## config.mk

```make
export PLATFORM = sky130hd
export DESIGN_NAME = uart_rx_framer
export DESIGN_NICKNAME = d
export VERILOG_FILES = /design/src/rtl/uart_rx_framer.sv
export SDC_FILE = /design/constraint.sdc
export NUM_CORES = 1
export LEC_CHECK = 0
export CORE_MARGIN = 3
export CORE_UTILIZATION = 50
export DETAILED_ROUTE_END_ITERATION = 7
export PLACE_DENSITY = 0.78
export SYNTH_ARGS = -nofsm -noshare
export SYNTH_HDL_FRONTEND = slang
export SYNTH_SLANG_ARGS = --single-unit
```

## constraint.sdc

```tcl
create_clock -name clock -period 1.9 [get_ports clock]
set_input_delay 0.285 -clock clock [delete_from_list [all_inputs] [get_ports clock]]
set_output_delay 0.285 -clock clock [all_outputs]
set_load 0.05 [all_outputs]
```

## src/rtl/uart_rx_framer.sv

```systemverilog
// Oversampling UART receiver: 8N1 frames (8E1 when UART_RX_PARITY_EN is defined),
// majority-voted bits, held-valid/ack byte output with framing and overrun pulses.
module uart_rx_framer #(
   parameter int CLK_FREQ   = 50000000,
   parameter int BAUD       = 115200,
   parameter int OVERSAMPLE = 16
) (
   input  logic       clock,
   input  logic       reset,
   input  logic       rxd,
   output logic [7:0] rx_data,
   output logic       rx_valid,
   input  logic       rx_ack,
   output logic       frame_err,
   output logic       overrun,
   output logic       busy
);

   localparam int DIV_RAW = CLK_FREQ / (BAUD * OVERSAMPLE);
   localparam int DIV     = (DIV_RAW < 1) ? 1 : DIV_RAW;
   localparam int DW      = (DIV > 1) ? $clog2(DIV) : 1;
   localparam int SW      = $clog2(OVERSAMPLE);
   localparam int M       = OVERSAMPLE / 2;

   localparam logic [DW-1:0] DIV_LAST = DW'(DIV - 1);
   localparam logic [SW-1:0] SC_LAST  = SW'(OVERSAMPLE - 1);
   localparam logic [SW-1:0] SC_A     = SW'(M - 1);
   localparam logic [SW-1:0] SC_B     = SW'(M);
   localparam logic [SW-1:0] SC_C     = SW'(M + 1);

   typedef enum logic [2:0] {IDLE, START, DATA, PARITY, STOP, BRK} state_t;

   state_t        state;
   logic          sync1, rxs;
   logic [DW-1:0] divc;
   logic [SW-1:0] sc;
   logic          v0, v1, bit_v;
   logic [2:0]    bidx;
   logic [7:0]    shift;
   logic          done;
   logic          tick, vote;
`ifdef UART_RX_PARITY_EN
   logic          perr;
`endif

   assign tick = (state != IDLE) && (divc == DIV_LAST);
   assign vote = (v0 & v1) | (v0 & rxs) | (v1 & rxs);
   assign busy = (state != IDLE);

   always_ff @(posedge clock or posedge reset) begin
      if (reset) begin
         sync1 <= 1'b1;
         rxs   <= 1'b1;
      end else begin
         sync1 <= rxd;
         rxs   <= sync1;
      end
   end

   always_ff @(posedge clock or posedge reset) begin
      if (reset) begin
         state     <= IDLE;
         divc      <= '0;
         sc        <= '0;
         v0        <= 1'b1;
         v1        <= 1'b1;
         bit_v     <= 1'b1;
         bidx      <= '0;
         shift     <= '0;
         done      <= 1'b0;
         rx_data   <= '0;
         rx_valid  <= 1'b0;
         frame_err <= 1'b0;
         overrun   <= 1'b0;
`ifdef UART_RX_PARITY_EN
         perr      <= 1'b0;
`endif
      end else begin
         frame_err <= 1'b0;
         overrun   <= 1'b0;
         done      <= 1'b0;

         if (state == IDLE || tick) divc <= '0;
         else                       divc <= divc + 1'b1;

         if (tick) begin
            if (sc == SC_A) v0 <= rxs;
            if (sc == SC_B) v1 <= rxs;
            if (sc == SC_C) bit_v <= vote;
            sc <= (sc == SC_LAST) ? '0 : sc + 1'b1;
         end

         // a completed byte always wins over a same-cycle ack, so valid stays up
         if (done) begin
            rx_data  <= shift;
            rx_valid <= 1'b1;
            overrun  <= rx_valid & ~rx_ack;
         end else if (rx_valid && rx_ack) begin
            rx_valid <= 1'b0;
         end

         case (state)
            IDLE: begin
               sc <= '0;
`ifdef UART_RX_PARITY_EN
               perr <= 1'b0;
`endif
               if (!rxs) state <= START;
            end
            START: begin
               if (tick && sc == SC_C && vote) state <= IDLE;
               else if (tick && sc == SC_LAST) begin
                  state <= DATA;
                  bidx  <= '0;
               end
            end
            DATA: begin
               if (tick && sc == SC_LAST) begin
                  shift <= {bit_v, shift[7:1]};
                  bidx  <= bidx + 1'b1;
`ifdef UART_RX_PARITY_EN
                  if (bidx == 3'd7) state <= PARITY;
`else
                  if (bidx == 3'd7) state <= STOP;
`endif
               end
            end
`ifdef UART_RX_PARITY_EN
            PARITY: begin
               if (tick && sc == SC_LAST) begin
                  if (^shift ^ bit_v) begin
                     frame_err <= 1'b1;
                     perr      <= 1'b1;
                  end
                  state <= STOP;
               end
            end
`endif
            STOP: begin
               // decide mid stop bit so a slightly fast sender cannot clip it
               if (tick && sc == SC_C) begin
                  if (vote) begin
`ifdef UART_RX_PARITY_EN
                     done <= ~perr;
`else
                     done <= 1'b1;
`endif
                     state <= IDLE;
                  end else begin
`ifdef UART_RX_PARITY_EN
                     frame_err <= ~perr;
`else
                     frame_err <= 1'b1;
`endif
                     state <= BRK;
                  end
               end
            end
            BRK: if (rxs) state <= IDLE;
            default: state <= IDLE;
         endcase
      end
   end

endmodule

```

# Yosys cells after proc, flatten, opt, wreduce, memory -nomap -nowiden
# Index checks and enable logic that the tools add are counted.
[word_totals]
reg_bits = 40
latch_bits = 0
ramBits = 0
rom_bits = 0
inputBits = 4
out_inout_bits = 12
wordCells = 86
memories = 0
[classes]
n_addsub = 3
mul = 0
div = 0
order_cmp = 0
n_eq_ne = 18
n_shift = 0
muxes = 26
n_bitwise = 7
n_reduce_logical = 17
[ops]
columns = ["cell", "count"]
rows = [
  ["3-bit two-way mux", 11],
  ["3-bit case mux with 5 select lines", 1],
  ["2-bit inequality test (second input constant)", 7],
  ["4-bit == test (second input constant)", 3],
  ["4-bit two-way mux", 3],
  ["3-bit == test (second input constant)", 3],
  ["1-bit two-way mux", 9],
  ["2-bit AND reduction", 4],
  ["3-bit case mux with 2 select lines", 1],
  ["6-bit AND reduction", 1],
  ["2-bit nonzero test", 3],
  ["5-bit by 1-bit adder with 5-bit output (second input constant)", 1],
  ["5-bit == test (second input constant)", 1],
  ["1-bit logical AND", 5],
  ["5-bit two-way mux", 1],
  ["4-bit by 1-bit adder with 4-bit output (second input constant)", 1],
  ["1-bit AND", 4],
  ["4-bit by 3-bit == test with 1-bit output (second input constant)", 1],
  ["4-bit AND reduction", 1],
  ["3-bit by 1-bit adder with 3-bit output (second input constant)", 1],
  ["3-bit by 1-bit == test with 1-bit output (second input constant)", 1],
  ["3-bit by 2-bit == test with 1-bit output (second input constant)", 1],
  ["3-bit logical NOT", 1],
  ["3-bit inequality test (second input constant)", 1],
  ["other kinds (4)", 5],
]

# Depth between registers and ports, before layout
# Gate-level depths: netlist (run 1).
[depth]
depth_word = 6
depth_mapped = 7
mapped_depth_nobuf = 6

# Least setup slack after synthesis (run 1)
# No wires, ideal clock.
[synth_timing]
kind = "reg2reg"
start = "reg divc[0]"
end = "reg bidx[0]"
setup_ns = 0.125
arrival_ns = 1.703
required_ns = 1.775
path_slack_ns = 0.072
stages_incl_launch_ff = 7
path_buffers = 0
period_less_slack_ns = 1.828
path_cell_list = "dfrtp_1 > inv_1 > ha_1 > nand4b_4 > or4_4 > o21bai_4 > mux2_2"
[synth_via]
elab_chain_cells = 6
word_cells_on_any_way = 9
cone_classes = "4 x eq/ne; 5 x reduce/logical"
[synth_lines]
columns = ["element", "line", "source"]
rows = [
  ["start: declaration", "35", "logic [DW-1:0] divc;"],
  ["start signal: assignment", "84", "else divc <= divc + 1'b1;"],
  ["5-bit == test *", "46", "assign tick = (state != IDLE) && (divc == DIV_LAST);"],
  ["1-bit logical AND *", "46", ""],
  ["1-bit logical AND (2 in series)", "111", "if (tick && sc == SC_C && vote) state <= IDLE;"],
  ["2-bit inequality test (no source line)", "-", ""],
  ["4-bit AND reduction (no source line) *", "-", ""],
  ["end signal: assignment", "120", "bidx <= bidx + 1'b1;"],
  ["end: declaration", "38", "logic [2:0] bidx;"],
]
# Mark *: on every way between the ends. The rest lies on a longest branch, timed or not.
# A chain may end at the register's enable or synchronous reset.

# Worst setup path after layout (run 1)
[layout_timing]
start = "reg sc[1]"
end = "reg state[2]"
[layout_via]
elab_chain_cells = 5
word_cells_on_any_way = 11
cone_classes = "5 x eq/ne; 2 x mux; 4 x reduce/logical"
[layout_lines]
columns = ["element", "line", "source"]
rows = [
  ["start: declaration", "36", "logic [SW-1:0] sc;"],
  ["start signal: assignment", "90", "sc <= (sc == SC_LAST) ? '0 : sc + 1'b1;"],
  ["4-bit == test", "111, 141", ""],
  ["1-bit logical AND", "111, 141", ""],
  ["1-bit logical AND", "111", ""],
  ["3-bit inequality test (no source line) / 3-bit two-way mux (equally long branches)", "-", ""],
  ["6-bit AND reduction (no source line) / 3-bit case mux with 5 select lines (equally long branches)", "-", ""],
  ["end signal: assignment", "111", ""],
  ["end signal: assignment", "113", "state <= DATA;"],
  ["end signal: assignment", "148", "state <= IDLE;"],
  ["end: declaration", "33", "state_t state;"],
]
# Parallel ways exist; a longest one is shown, timed or not.

==> flow_metrics.py, run 1 <==
metrics = {
    "outcome": {
        "status": "complete, no violations",
    },
    "sta": {
        "fin_crit_sh_pct": 96.40,
        "fmax_ghz": 0.5460,
        "whs_ns": 0.3601,
        "rsz0062_at_grt": "false",
        "tns_ns": 0,
        "setup_slack_ns": 0.06841,
        "setup_violations": 0,
        "tightest_slew_ns": 0.4975,
        "drv_slew": 0,
        "fin_crit_ns": 1.832,
        "hold_viol": 0,
        "fin_worst_skew_ns": 0.007837,
        "slew_headroom_pct": 66.73,
    },
    "drt": {
        "vias": 1251,
        "dr.pass1.iters": 4,
        "wl_per_cell_um": 15.00,
        "drt_drc_violations_left": 0,
        "wl_mm": 3.344,
        "drtAntennaViolNets": 0,
        "drtIter0Drc": 107,
        "viasPerCell": 5.610,
    },
    "critical_path": {
        "crit_buf_inv": 1,
        "path_cells": "inv_1 > ha_1 > and3b_2 > nand3_1 > a221o_1 > o32a_1",
        "slowest_stage": "dfrtp_1",
        "worst_path_largest_cell_delay_ns": 0.44,
        "cp_data_arrival_time_ns": 2.00,
        "crit_path_end_kind": "register",
        "cp.required_ns": 2.07,
        "critPathMaxFanout": 5,
        "critical_path_class": "reg2reg",
        "cp-start-kind": "register",
        "cpLargestDelayFamily": "compound AO/OA/AOI/OAI gates",
    },
    "grt": {
        "grt.overflow.total": 0,
        "antenna_found_initial": 0,
        "grt_pass1_vias": 1270,
        "grt_use_total_pct": 17.43,
        "grt_max_degree": 41,
        "grt_pass1_wl_mm": 5.692,
    },
    "die": {
        "fp.dieH_um": 66.96,
        "die_area_um2": 4484,
        "die_x_um": 66.96,
        "core_area_um2": 3468,
        "row_count": 21,
        "initial_core_util_pct": 53.57,
        "io-pin-count": 16,
    },
    "clocking": {
        "clk_latency_ns": 0.29,
        "htreeDepth": 2,
        "cts_tree": "built",
        "clk_pin_slew_worst_paths_ns": 0.07,
        "cts_max_path_buffers": 2,
        "cts_buffers": 5,
        "cts_root_buf": "clkbuf_8",
        "cts.sinks": 40,
    },
    "yosys": {
        "syn_nets": 164,
        "ys_warn_count": 0,
        "syn_area_um2": 1858,
        "synth_cell_types": 44,
        "synthTopCellsByArea": "dfrtp_1 47%, mux2_2 12%, dfstp_2 7.1%, ha_1 4.7%, nor2_1 2.4%",
        "synth_seq_cells": 40,
        "syn_inst": 153,
        "syn_area_per_cell_um2": 12.14,
        "ys_seq_area_share_pct": 54.21,
        "synth_top_area_share_pct": 47.14,
        "synth_top_area_cell": "dfrtp_1",
    },
    "finish": {
        "syn_to_final_growth_pct": 18.32,
        "fin_util_pct": 63.38,
        "final_common_cell": "dfrtp_1",
        "instances_no_fill": 223,
        "drive_above_1_share_pct": 29.38,
        "diodes": 0,
        "fin_nets": 188,
        "layout_common_cells": "35 x dfrtp_1, 20 x mux2_2, 14 x clkdlybuf4s50_1, 12 x nor2_1, 9 x nand2_1",
    },
    "placement": {
        "dp_worst_setup_slack_ns": 0.02207,
        "post-place-cells": 215,
        "io_buffers": 15,
        "dpl.hpwl_mm": 2.403,
        "place_congestion": 0.9115,
    },
    "job": {
        "max-cap-violations": 0,
    },
    "worst_hold_path": {
        "hold_path_class": "reg2reg",
    },
    "power": {
        "peakVddDrop_uv": 526.4,
        "p_leak_uw": 0.001025,
        "power.density_nw_per_um2": 644.2,
    },
}
==> sequential cells by signal, indices dropped and copies added (netlist names) <==
name	count
rx_data	8
shift	8
divc	5
sc	4
bidx	3
state	3
bit_v	1
done	1
frame_err	1
overrun	1
rx_valid	1
rxs	1
sync1	1
v0	1
v1	1
==> repair_timing <==
| item | 4_1_cts | 5_1_grt |
|---|---|---|
| resized for setup | 1 | 6 |
| setup buffers | 0 | 1 |
| hold buffers | 0 | 0 |
| endpoints found under the setup margin | 1 | 4 |
==> cell usage after synthesis, drive strengths merged <==
| master | instances |
|---|---|
| dfrtp | 35 |
| mux2 | 20 |
| nor2 | 12 |
| nand2 | 9 |
| inv | 8 |
| ha | 7 |
| nand3 | 6 |
| a21oi | 5 |
| dfstp | 5 |
| and2 | 3 |
| buf | 3 |
| nand4b | 3 |
| nor3 | 3 |
| xor2 | 3 |
| a211oi | 2 |
| a22o | 2 |
| a31oi | 2 |
| and3 | 2 |
| clkbuf | 2 |
| o21ai | 2 |
| o21bai | 2 |
| or4 | 2 |
| a21o | 1 |
| a221o | 1 |
| a22oi | 1 |
| and3b | 1 |
| and4b | 1 |
| maj3 | 1 |
| nand2b | 1 |
| nand3b | 1 |
| nand4 | 1 |
| nor2b | 1 |
| o22ai | 1 |
| o31ai | 1 |
| o32a | 1 |
| or3b | 1 |
| xnor2 | 1 |
==> logic make-up after synthesis <==
logic type      Yosys count  synth area share [%]
xor+xnor                  4                 1.886
mux                      20                 12.12
flops                    40                 54.21
buf+inv                  13                 3.030
fa+ha+maj                 8                 5.252
simple gates             47                 15.15
compound gates           21                 8.351
==> power by group <==
group          internal [uW]  leakage (uW)  total (uW)  switching (uW)
sequential               855      0.000516         858            2.43
combinational           10.2      0.000469        30.5            20.3
clock                    248     0.0000400         528             280
==> per-stage QoR <==
step | total power (uW) | cell area [um2]
floorplan | 891.1 | 1858
global placement | 903.2 | 2082
detailed placement | 905.3 | 2082
CTS | 1438 | 2168
global route | 1475 | 2198
finish | 1416 | 2198
==> path summary, 6_finish.rpt <==
| check | depth (start not counted) | endpoint | startpoint | slack, ns |
|---|---|---|---|---|
| hold / removal | 0 | rxs$_DFF_PP1_ | sync1$_DFF_PP1_ | 0.36 |
| setup / recovery | 6 | state[2]$_DFFE_PP0P_ | sc[1]$_DFFE_PP0N_ | 0.07 |
| hold reg to reg | 0 | rxs$_DFF_PP1_ | sync1$_DFF_PP1_ | 0.36 |
| min in group asynchronous | 3 | shift[6]$_DFFE_PP0P_ | reset | 0.42 |
| max in group asynchronous | 3 | v1$_DFFE_PP1P_ | reset | 1.12 |
| setup reg to reg | 6 | state[2]$_DFFE_PP0P_ | sc[1]$_DFFE_PP0N_ | 0.07 |
==> cell type report <==
class | instances | area (um2)
Clock buffer | 5 | 68.82
Clock inverter | 2 | 12.51
Fill cell | 284 | 1270
Inverter | 8 | 30.03
Multi-Input combinational cell | 100 | 822.0
Sequential cell | 40 | 1007
Tap cell | 46 | 57.56
Timing Repair Buffer | 22 | 200.2
==> layer usage <==
metal	GRT usage (%)	up-vias	part of all wire [%]
li1	-	586	-
met4	9.873	0	2.1
met2	27.35	36	50
met1	21.97	622	43
met5	0	-	0
met3	4.047	7	4.5
Note: power is estimated with default switching activity, not from simulation.
==> run 2, diff against run 1 <==
--- a/config.mk
+++ b/config.mk
@@ -7,6 +7,7 @@
 export LEC_CHECK = 0
 export CORE_MARGIN = 3
 export CORE_UTILIZATION = 50
+export CTS_BUF_LIST = sky130_fd_sc_hd__clkbuf_8
 export DETAILED_ROUTE_END_ITERATION = 7
 export PLACE_DENSITY = 0.78
 export SYNTH_ARGS = -nofsm -noshare
==> results of run 2 <==
Same layout as run 1: the final DEF is identical, and so are final timing and power.
==> run 3, diff against run 2 <==
--- a/config.mk
+++ b/config.mk
@@ -9,6 +9,7 @@
 export CORE_UTILIZATION = 50
 export CTS_BUF_LIST = sky130_fd_sc_hd__clkbuf_8
 export DETAILED_ROUTE_END_ITERATION = 7
+export MAX_ROUTING_LAYER = met4
 export PLACE_DENSITY = 0.78
 export SYNTH_ARGS = -nofsm -noshare
 export SYNTH_HDL_FRONTEND = slang
==> run 3 against run 2 <==
Effect of this change:
- cell area stayed put
- clock-buffer cell count unchanged
- fmax is 0.44% lower
- final cell count is the same
- global-route usage is 0.46 points higher
- die area unchanged
- worst hold slack gained 0.00093 ns
- non-clock buffer count is the same
- highest routed layer unchanged
- sequential cell count is the same
- first-iteration DRC count fell by 7.5%
==> flow_metrics.py, run 3 (synthesis gave the netlist of run 1 again) <==
metrics = {
    "outcome": {
        "status": "complete, no violations",
    },
    "sta": {
        "fin_worst_skew_ns": 0.006853,
        "fmax_ghz": 0.5435,
        "tns_ns": 0,
        "fin_crit_sh_pct": 96.83,
        "setup_violations": 0,
        "rsz0062_at_grt": "false",
        "tightest_slew_ns": 0.4983,
        "hold_viol": 0,
        "drv_slew": 0,
        "fin_crit_ns": 1.840,
        "slew_headroom_pct": 66.68,
    },
    "critical_path": {
        "setup.worst_path.start": "sc[1]$_DFFE_PP0N_",
        "critPathMaxFanout": 5,
        "r2r_cells": 6,
        "r2r-start": "sc[1]$_DFFE_PP0N_",
        "cp-start-kind": "register",
        "crit_path_end_kind": "register",
        "cp_data_arrival_time_ns": 2.01,
        "critical_path_class": "reg2reg",
        "cp.required_ns": 2.07,
    },
    "finish": {
        "final_common_cell": "dfrtp_1",
        "reg_top3": "rx_data (8), shift (8), divc (5)",
        "register_area_um2": 1007,
        "fin_nets": 188,
        "layout_common_cells": "35 x dfrtp_1, 20 x mux2_2, 14 x clkdlybuf4s50_1, 12 x nor2_1, 9 x nand2_1",
        "instances_no_fill": 223,
        "diodes": 0,
        "syn_to_final_growth_pct": 18.32,
        "fin_util_pct": 63.38,
        "multi_input_area_um2": 822.0,
        "fillers": 284,
        "drive_above_1_share_pct": 29.38,
    },
    "die": {
        "io-pin-count": 16,
        "core_area_um2": 3468,
        "row_count": 21,
        "die_x_um": 66.96,
        "fp.dieH_um": 66.96,
        "die_area_um2": 4484,
        "initial_core_util_pct": 53.57,
    },
    "clocking": {
        "cts_max_path_buffers": 2,
        "clk_latency_ns": 0.29,
        "cts_buffers": 5,
        "cts_tree": "built",
        "cts_root_buf": "clkbuf_8",
        "clk_pin_slew_worst_paths_ns": 0.07,
        "htreeDepth": 2,
        "cts.sinks": 40,
    },
    "power": {
        "total_power_uw": 1419,
        "p_leak_uw": 0.001025,
        "peakVddDrop_uv": 531.3,
        "power.density_nw_per_um2": 645.4,
    },
    "drt": {
        "drtIter0Drc": 99,
        "viasPerCell": 5.561,
        "dr.pass1.iters": 5,
        "wl_mm": 3.358,
        "vias": 1240,
        "wl_per_cell_um": 15.06,
        "drtAntennaViolNets": 0,
        "drt_drc_violations_left": 0,
    },
    "worst_hold_path": {
        "hold_path_class": "reg2reg",
        "min_path_cells": 0,
        "hp-start": "sync1$_DFF_PP1_",
    },
    "grt": {
        "grt_use_total_pct": 17.89,
        "antenna_found_initial": 0,
        "grt_pass1_vias": 1270,
        "grt_max_degree": 41,
        "grt.overflow.total": 0,
        "grt_pass1_wl_mm": 5.692,
    },
    "placement": {
        "io_buffers": 15,
        "place_congestion": 0.9273,
        "post-place-cells": 215,
        "dpl.hpwl_mm": 2.403,
    },
    "job": {
        "max-cap-violations": 0,
    },
}
[run 3: repair_timing]
| item | CTS | global route |
|---|---|---|
| hold endpoints to repair | 0 | 0 |
| endpoints found under the setup margin | 1 | 4 |
| resized for setup | 1 | 6 |
| hold buffers | 0 | 0 |
| setup buffers | 0 | 1 |
[run 3: cell type report]
type                       count  area share [%]
timing repair buffer          22           9.106
multi-input combinational    100           37.39
inverter                       8           1.366
tap                           46           2.618
sequential                    40           45.82
clock inverter                 2          0.5692
clock buffer                   5           3.130
[run 3: through the flow]
step	area [um2]	worst slack, ns	hold slack [ns]
after floorplan	1858	0.07197	0.2895
after global placement	2082	0.09258	0.3480
after detailed placement	2082	0.02207	0.3506
after CTS	2168	0.02151	0.3683
after global routing	2198	0.02270	0.3780
final	2198	0.06023	0.3610
[run 3: per-layer routing]
layer | wire, um | vias to the layer above | share of wire, % | GRT usage [%]
li1 | - | 586 | - | -
met1 | 1444 | 614 | 43 | 21.97
met2 | 1701 | 33 | 51 | 27.35
met3 | 144 | 7 | 4.3 | 4.047
met4 | 68 | 0 | 2.0 | 9.873
met5 | 0 | - | 0 | -
[run 3: critical path, stage by stage, from the launching register on]
cell	delay [ns]
dfrtp_1	0.44
inv_1	0.11
ha_1	0.14
and3b_2	0.23
nand3_1	0.09
a221o_1	0.37
o32a_1	0.34
[run 3: power by group]
part / switching [uW] / internal [uW] / total [uW] / leakage [uW]
sequential: 2.54 / 855 / 858 / 0.000516
clock: 283 / 248 / 531 / 0.0000400
combinational: 20.1 / 10.2 / 30.3 / 0.000469
[run 3: worst paths after layout]
check	endpoint	slack, ns
min reg2reg	rxs$_DFF_PP1_	0.36
min in group asynchronous	shift[6]$_DFFE_PP0P_	0.42
max in group asynchronous	v0$_DFFE_PP1P_	1.12
min	rxs$_DFF_PP1_	0.36
max	state[2]$_DFFE_PP0P_	0.06
max reg2reg	state[2]$_DFFE_PP0P_	0.06
